[src/rtl/multicycle_control.sv]
// -----------------------------------------------------------------------------
// multicycle_control
// Main control FSM for the multicycle MIPS datapath. It steps one instruction
// through fetch, decode, execute, memory and write-back over a shared ALU and
// a single memory port. FETCH, MEMRD and MEMWR wait for MemReady from memory.
//
// Build option:
//   MULTICYCLE_IMM_OPS_EN  when defined, adds the IMMEX/IMMWB states and the
//                          addi/andi/ori/slti opcodes. When undefined, those
//                          opcodes take the illegal path.
// -----------------------------------------------------------------------------
module multicycle_control (
   input  logic       Clk,
   input  logic       RstN,
   input  logic [5:0] Op,
   input  logic       MemReady,
   output logic       PcWrite,
   output logic       PcWriteCond,
   output logic       IorD,
   output logic       MemRead,
   output logic       MemWrite,
   output logic       IrWrite,
   output logic       MemToReg,
   output logic       RegDst,
   output logic       RegWrite,
   output logic       AluSrcA,
   output logic [1:0] AluSrcB,
   output logic [1:0] PcSource,
   output logic [2:0] Aop,
   output logic       Illegal,
   output logic [3:0] State
);

   typedef enum logic [3:0] {
      IDLE   = 4'd0,
      FETCH  = 4'd1,
      DECODE = 4'd2,
      MEMADR = 4'd3,
      MEMRD  = 4'd4,
      MEMWB  = 4'd5,
      MEMWR  = 4'd6,
      EXEC   = 4'd7,
      RWB    = 4'd8,
      BRANCH = 4'd9,
      JUMP   = 4'd10,
      IMMEX  = 4'd11,
      IMMWB  = 4'd12
   } state_t;

   localparam logic [5:0] OpLw    = 6'b100011;
   localparam logic [5:0] OpSw    = 6'b101011;
   localparam logic [5:0] OpRtype = 6'b000000;
   localparam logic [5:0] OpBeq   = 6'b000100;
   localparam logic [5:0] OpJ     = 6'b000010;
   localparam logic [5:0] OpAddi  = 6'b001000;
   localparam logic [5:0] OpAndi  = 6'b001100;
   localparam logic [5:0] OpOri   = 6'b001101;
   localparam logic [5:0] OpSlti  = 6'b001010;

   localparam logic [2:0] AopAdd   = 3'b000;
   localparam logic [2:0] AopRtype = 3'b001;
   localparam logic [2:0] AopSub   = 3'b010;
   localparam logic [2:0] AopAnd   = 3'b011;
   localparam logic [2:0] AopOr    = 3'b100;
   localparam logic [2:0] AopSlt   = 3'b101;

   state_t state_q;
   state_t state_d;

   // Set on the first clock edge after reset release; IDLE waits for it so the
   // first FETCH lands one full cycle after the edge that sees reset released.
   logic   started_q;

   logic   isLw;
   logic   isSw;
   logic   isRtype;
   logic   isBeq;
   logic   isJ;
   logic   isImm;
   logic   isKnown;

   // Classify the opcode once so next-state and Illegal share the same decode
   always_comb begin
      isLw    = (Op == OpLw);
      isSw    = (Op == OpSw);
      isRtype = (Op == OpRtype);
      isBeq   = (Op == OpBeq);
      isJ     = (Op == OpJ);
`ifdef MULTICYCLE_IMM_OPS_EN
      isImm   = (Op == OpAddi) || (Op == OpAndi) || (Op == OpOri) || (Op == OpSlti);
`else
      isImm   = 1'b0;
`endif
      isKnown = isLw || isSw || isRtype || isBeq || isJ || isImm;
   end

   // State register with asynchronous reset so every output drops at once
   always_ff @(posedge Clk or negedge RstN) begin
      if (!RstN) begin
         state_q   <= IDLE;
         started_q <= 1'b0;
      end else begin
         state_q   <= state_d;
         started_q <= 1'b1;
      end
   end

   // Next-state selection; memory states hold until MemReady
   always_comb begin
      state_d = state_q;
      case (state_q)
         IDLE: begin
            if (started_q) begin
               state_d = FETCH;
            end
         end
         FETCH: begin
            if (MemReady) begin
               state_d = DECODE;
            end
         end
         DECODE: begin
            if (isLw || isSw) begin
               state_d = MEMADR;
            end else if (isRtype) begin
               state_d = EXEC;
            end else if (isBeq) begin
               state_d = BRANCH;
            end else if (isJ) begin
               state_d = JUMP;
`ifdef MULTICYCLE_IMM_OPS_EN
            end else if (isImm) begin
               state_d = IMMEX;
`endif
            end else begin
               state_d = FETCH;
            end
         end
         MEMADR: begin
            state_d = isLw ? MEMRD : MEMWR;
         end
         MEMRD: begin
            if (MemReady) begin
               state_d = MEMWB;
            end
         end
         MEMWB:  state_d = FETCH;
         MEMWR: begin
            if (MemReady) begin
               state_d = FETCH;
            end
         end
         EXEC:   state_d = RWB;
         RWB:    state_d = FETCH;
         BRANCH: state_d = FETCH;
         JUMP:   state_d = FETCH;
`ifdef MULTICYCLE_IMM_OPS_EN
         IMMEX:  state_d = IMMWB;
         IMMWB:  state_d = FETCH;
`endif
         default: state_d = IDLE;
      endcase
   end

   // Moore output decode; only the FETCH register loads look at MemReady
   always_comb begin
      PcWrite     = 1'b0;
      PcWriteCond = 1'b0;
      IorD        = 1'b0;
      MemRead     = 1'b0;
      MemWrite    = 1'b0;
      IrWrite     = 1'b0;
      MemToReg    = 1'b0;
      RegDst      = 1'b0;
      RegWrite    = 1'b0;
      AluSrcA     = 1'b0;
      AluSrcB     = 2'b00;
      PcSource    = 2'b00;
      Aop         = AopAdd;
      Illegal     = 1'b0;
      case (state_q)
         FETCH: begin
            MemRead = 1'b1;
            AluSrcB = 2'b01;
            IrWrite = MemReady;
            PcWrite = MemReady;
         end
         DECODE: begin
            AluSrcB = 2'b11;
            Illegal = !isKnown;
         end
         MEMADR: begin
            AluSrcA = 1'b1;
            AluSrcB = 2'b10;
         end
         MEMRD: begin
            MemRead = 1'b1;
            IorD    = 1'b1;
         end
         MEMWB: begin
            RegWrite = 1'b1;
            MemToReg = 1'b1;
         end
         MEMWR: begin
            MemWrite = 1'b1;
            IorD     = 1'b1;
         end
         EXEC: begin
            AluSrcA = 1'b1;
            Aop     = AopRtype;
         end
         RWB: begin
            RegWrite = 1'b1;
            RegDst   = 1'b1;
         end
         BRANCH: begin
            AluSrcA     = 1'b1;
            Aop         = AopSub;
            PcWriteCond = 1'b1;
            PcSource    = 2'b01;
         end
         JUMP: begin
            PcWrite  = 1'b1;
            PcSource = 2'b10;
         end
`ifdef MULTICYCLE_IMM_OPS_EN
         IMMEX: begin
            AluSrcA = 1'b1;
            AluSrcB = 2'b10;
            case (Op)
               OpAndi:  Aop = AopAnd;
               OpOri:   Aop = AopOr;
               OpSlti:  Aop = AopSlt;
               default: Aop = AopAdd;
            endcase
         end
         IMMWB: begin
            RegWrite = 1'b1;
         end
`endif
         default: begin
         end
      endcase
   end

   assign State = state_q;

endmodule

[config.mk]
export PLATFORM = sky130hd
export DESIGN_NAME = multicycle_control
export DESIGN_NICKNAME = d
export VERILOG_FILES = /design/src/rtl/multicycle_control.sv
export SDC_FILE = /design/constraint.sdc
export NUM_CORES = 1
export LEC_CHECK = 0
export ABC_AREA = 1
export CORE_MARGIN = 5
export CORE_UTILIZATION = 35
export DETAILED_ROUTE_END_ITERATION = 10
export GPL_ROUTABILITY_DRIVEN = 0
export PLACE_DENSITY = 0.79
export SLEW_MARGIN = 30
export SYNTH_ARGS = -nofsm -noshare
export SYNTH_HDL_FRONTEND = slang
export SYNTH_SLANG_ARGS = --single-unit
[constraint.sdc]
create_clock -name Clk -period 1.33 [get_ports Clk]
set_input_delay 0.266 -clock Clk [delete_from_list [all_inputs] [get_ports Clk]]
set_output_delay 0.266 -clock Clk [all_outputs]
set_load 0.05 [all_outputs]
==> metrics, run 1 <==
XOR/XNOR share of the synthesized area 0%; stopping stage clock tree synthesis (4_1_cts); Clock Tree Buf Depth 2; Synth area leader dfrtp_1; number of core rows 13; simple-gate share of the synthesized area 44.4%; mux contribution to synthesized area 0%; CTS resizes 39; initial core utilization 37.8%; synth unique cells 17; Mapped Cells 90; Setup WS pre-CTS -424 ps; Num Clock Sinks 5; Seq cells post-synth 5; Synth Area in Compound Gates 12.9%; io pins 31; Post-Synth Adder-Cell Area 0%; mapped cell area 504 sq um; largest family of logic cells by synthesized area simple AND/OR/NAND/NOR gates; synth top area cells dfrtp_1, nand2_1, nor2_1; syn_area_per_cell 5.60 sq um; Die Span Y 48.0 microns; root buffer cell clkbuf_4; CTS Buf Count 3; Port Buf Inserts 29; CTS Hold Bufs 0; DP HPWL 2.62 mm; number of setup buffers added after CTS 8; error msg [ERROR DPL-0038] Utilization greater than 100%, impossible to legalize; sequential share of the synthesized area 24.8%; H-Tree Depth 1; Yosys warnings 0; outcome stopped before the end; nets in the synthesized netlist 99; Chip Width 48.0 microns; area share of the largest cell type after synthesis 24.8%
-- logic make-up after synthesis --
group           count (synthesis)
compound gates                 11
other cells                     2
simple gates                   53
buf+inv                        19
flops                           5
-- Yosys cell counts, drive strengths merged --
master and number:
a21boi 1, dfrtp 5, buf 3, inv 16, o21ai 5, a21oi 2, o22ai 3, conb 2
nand3 8, nand2 23, nor2 22
-- metrics by stage --
stage	area, sq um	utilization, %	std cells	setup TNS (ps)	hold slack, ps
2_1_floorplan	641	-	90	-3070	-29.6
3_3_place_gp	1290	96.5	152	-1160	491
3_5_place_dp	1290	96.5	152	-2960	502
==> inputs of run 2 (changes only) <==
CORE_AREA = 5 5 66 68   (was not set)
CORE_MARGIN = not set   (was 5)
CORE_UTILIZATION = not set   (was 35)
DIE_AREA = 0 0 71 73   (was not set)
PLACE_DENSITY = not set   (was 0.79)
PLACE_DENSITY_LB_ADDON = 0.15   (was not set)
==> run 2 against run 1 <==
The flow now finishes, with violations (setup timing). Area after synthesis unchanged. Synthesized cell count unchanged.
==> metrics, run 2 <==
outcome finished, violations left; failing checks setup timing; Final ANT Viol Nets 0; gr usage total 10.2%; worst vdd ir 1.16 mV; Die ar. 5180 sq um; synth top area cells dfrtp_1, nand2_1, nor2_1; worst min path class input port to asynchronous set/reset pin; pwr dens 2110 nW/um^2; Iter 0 DRT Violations 14; DR vias/cell 3.88; Post-Place Cells 189; synth unique cells 17; initial antenna violation count 0; TritonCTS clock tree yes; Post-synth EDFFs 0; clock transition at the registers of the reported paths 30 ps; CTS Hold Bufs 0; Final Util 44.1%; area share of the largest cell type after synthesis 24.8%; Finished Cell Area 1680 sq um; mapped cell area 504 sq um; highest clock rate 0.617 GHz; pin count of the biggest net entering global routing 7; RSZ-0062 raised after global routing true; Clock Tree Buf Depth 2; critical path class register to primary output; Port Buf Inserts 29; Worst Path Required 1060 ps; Die Span Y 73 microns; Final Skew 1.89 ps; commonest non-fill, non-tap cell in the layout buf_4; Chip Width 71 microns; Worst R2R Path Depth 10; H-Tree Depth 1; Synth async-reset ratio 100%; Setup WS post-layout -291 ps; Num Clock Sinks 5; Final Non-Filler Cells 207; io pins 31; number of core rows 23; nets in the synthesized netlist 99; Synth top cells by count nand2_1, nor2_1, inv_1; final wirelength 2.44 mm; static leakage 0.743 nW; DP Area 1360 sq um; Layout area overhead 232%; most frequent cell after synthesis nand2_1; global-route wire length before repair 4.17 mm; endpoints failing setup 19; total congestion overflow 0; critical path peak fanout 5; layout cells sized above 1 72.0%; DP HPWL 1.78 mm; Yosys warnings 0; root buffer cell clkbuf_8; # diodes 0; most frequent cells in the layout buf_4, buf_12, nor2_4, nand2_1, buf_6; crit path capture type primary output; drt drc 0; number of global-route vias before repair 910; CTS Buf Count 3; initial core utilization 13.3%; Hold Slack 263 ps; core region area 3800 sq um; commonest register cell after synthesis dfrtp_1; post-DR wirelength/cell 11.8 microns; detailed-route via count 804; Final Total Pwr 3.53 mW; Seq cells post-synth 5; period utilisation layout 122%; Arrival @ worst endpoint 1360 ps; crit path launch type register; Synth area leader dfrtp_1; Final Hold Viols 0; max-slew violations 0; clock latency on the worst-skew pair 220 ps; syn_area_per_cell 5.60 sq um; max FFs per register 4; Final #Nets 167; Mapped Cells 90; sequential share of the synthesized area 24.8%; max-cap violations 0; DR pass1 iterations 4; Period minus WS final 1620 ps
==> run 2: cell type report <==
class,instances,area [sq um]
sequential,5,130
tap,50,62.6
fill,381,2120
timing repair buffer,66,828
multi-input combinational,66,533
inverter,16,76.3
clock buffer,4,45.0
==> run 2: critical path, stage by stage (launching register included) <==
cell     delay (ps)
dfrtp_2         430
buf_4           170
nor2_4          120
inv_4            90
o22ai_4         170
buf_12          160
==> run 2: per-layer routing <==
metal  routed length (microns)  GRT usage (%)  share of wire (%)  vias up
met4                        57           5.22                2.3        0
met5                         0              0                  0        -
met2                      1350           19.1                 55       27
met1                       928           10.9                 38      365
li1                          -              -                  -      406
met3                       104           2.07                4.3        6
==> run 2: worst paths after layout <==
| path | from | end | slack [ps] |
|---|---|---|---|
| setup / recovery | State[3] | RegWrite | -290 |
| hold / removal | RstN | started_q | 260 |
| setup reg to reg | State[3] | State[1] | -40 |
| hold reg to reg | started_q | State[2] | 580 |
| max in group asynchronous | RstN | State[3] | 870 |
| min in group Clk | started_q | State[2] | 580 |
==> run 2: what timing repair did <==
| item | CTS | global route |
|---|---|---|
| pin swaps | 12 | 4 |
| endpoints found under the setup margin | 20 | 24 |
| resized for setup | 36 | 14 |
| setup buffers | 14 | 3 |
| cloned | 0 | 0 |
==> run 2: report_power, final <==
group          switching [mW]  internal, mW
clock                  0.0702         0.205
sequential             0.0710         0.204
combinational            1.56          1.42
total                    1.70          1.83
==> run 2: metrics by stage <==
stage / TNS (ps) / setup WS, ps
after CTS: -4340 / -285
after global routing: -5550 / -350
final: -4250 / -291
after floorplan: -3070 / -314
after global placement: -1680 / -261
after detailed placement: -1810 / -308
==> run 2: logic make-up after synthesis <==
family                 synth area share [%]
AOI/OAI and AO/OA                      12.9
DFF                                    24.8
buffers and inverters                  16.4
other                                  1.49
and+or+nand+nor                        44.4
No activity file was read; power rests on OpenSTA's default activity.
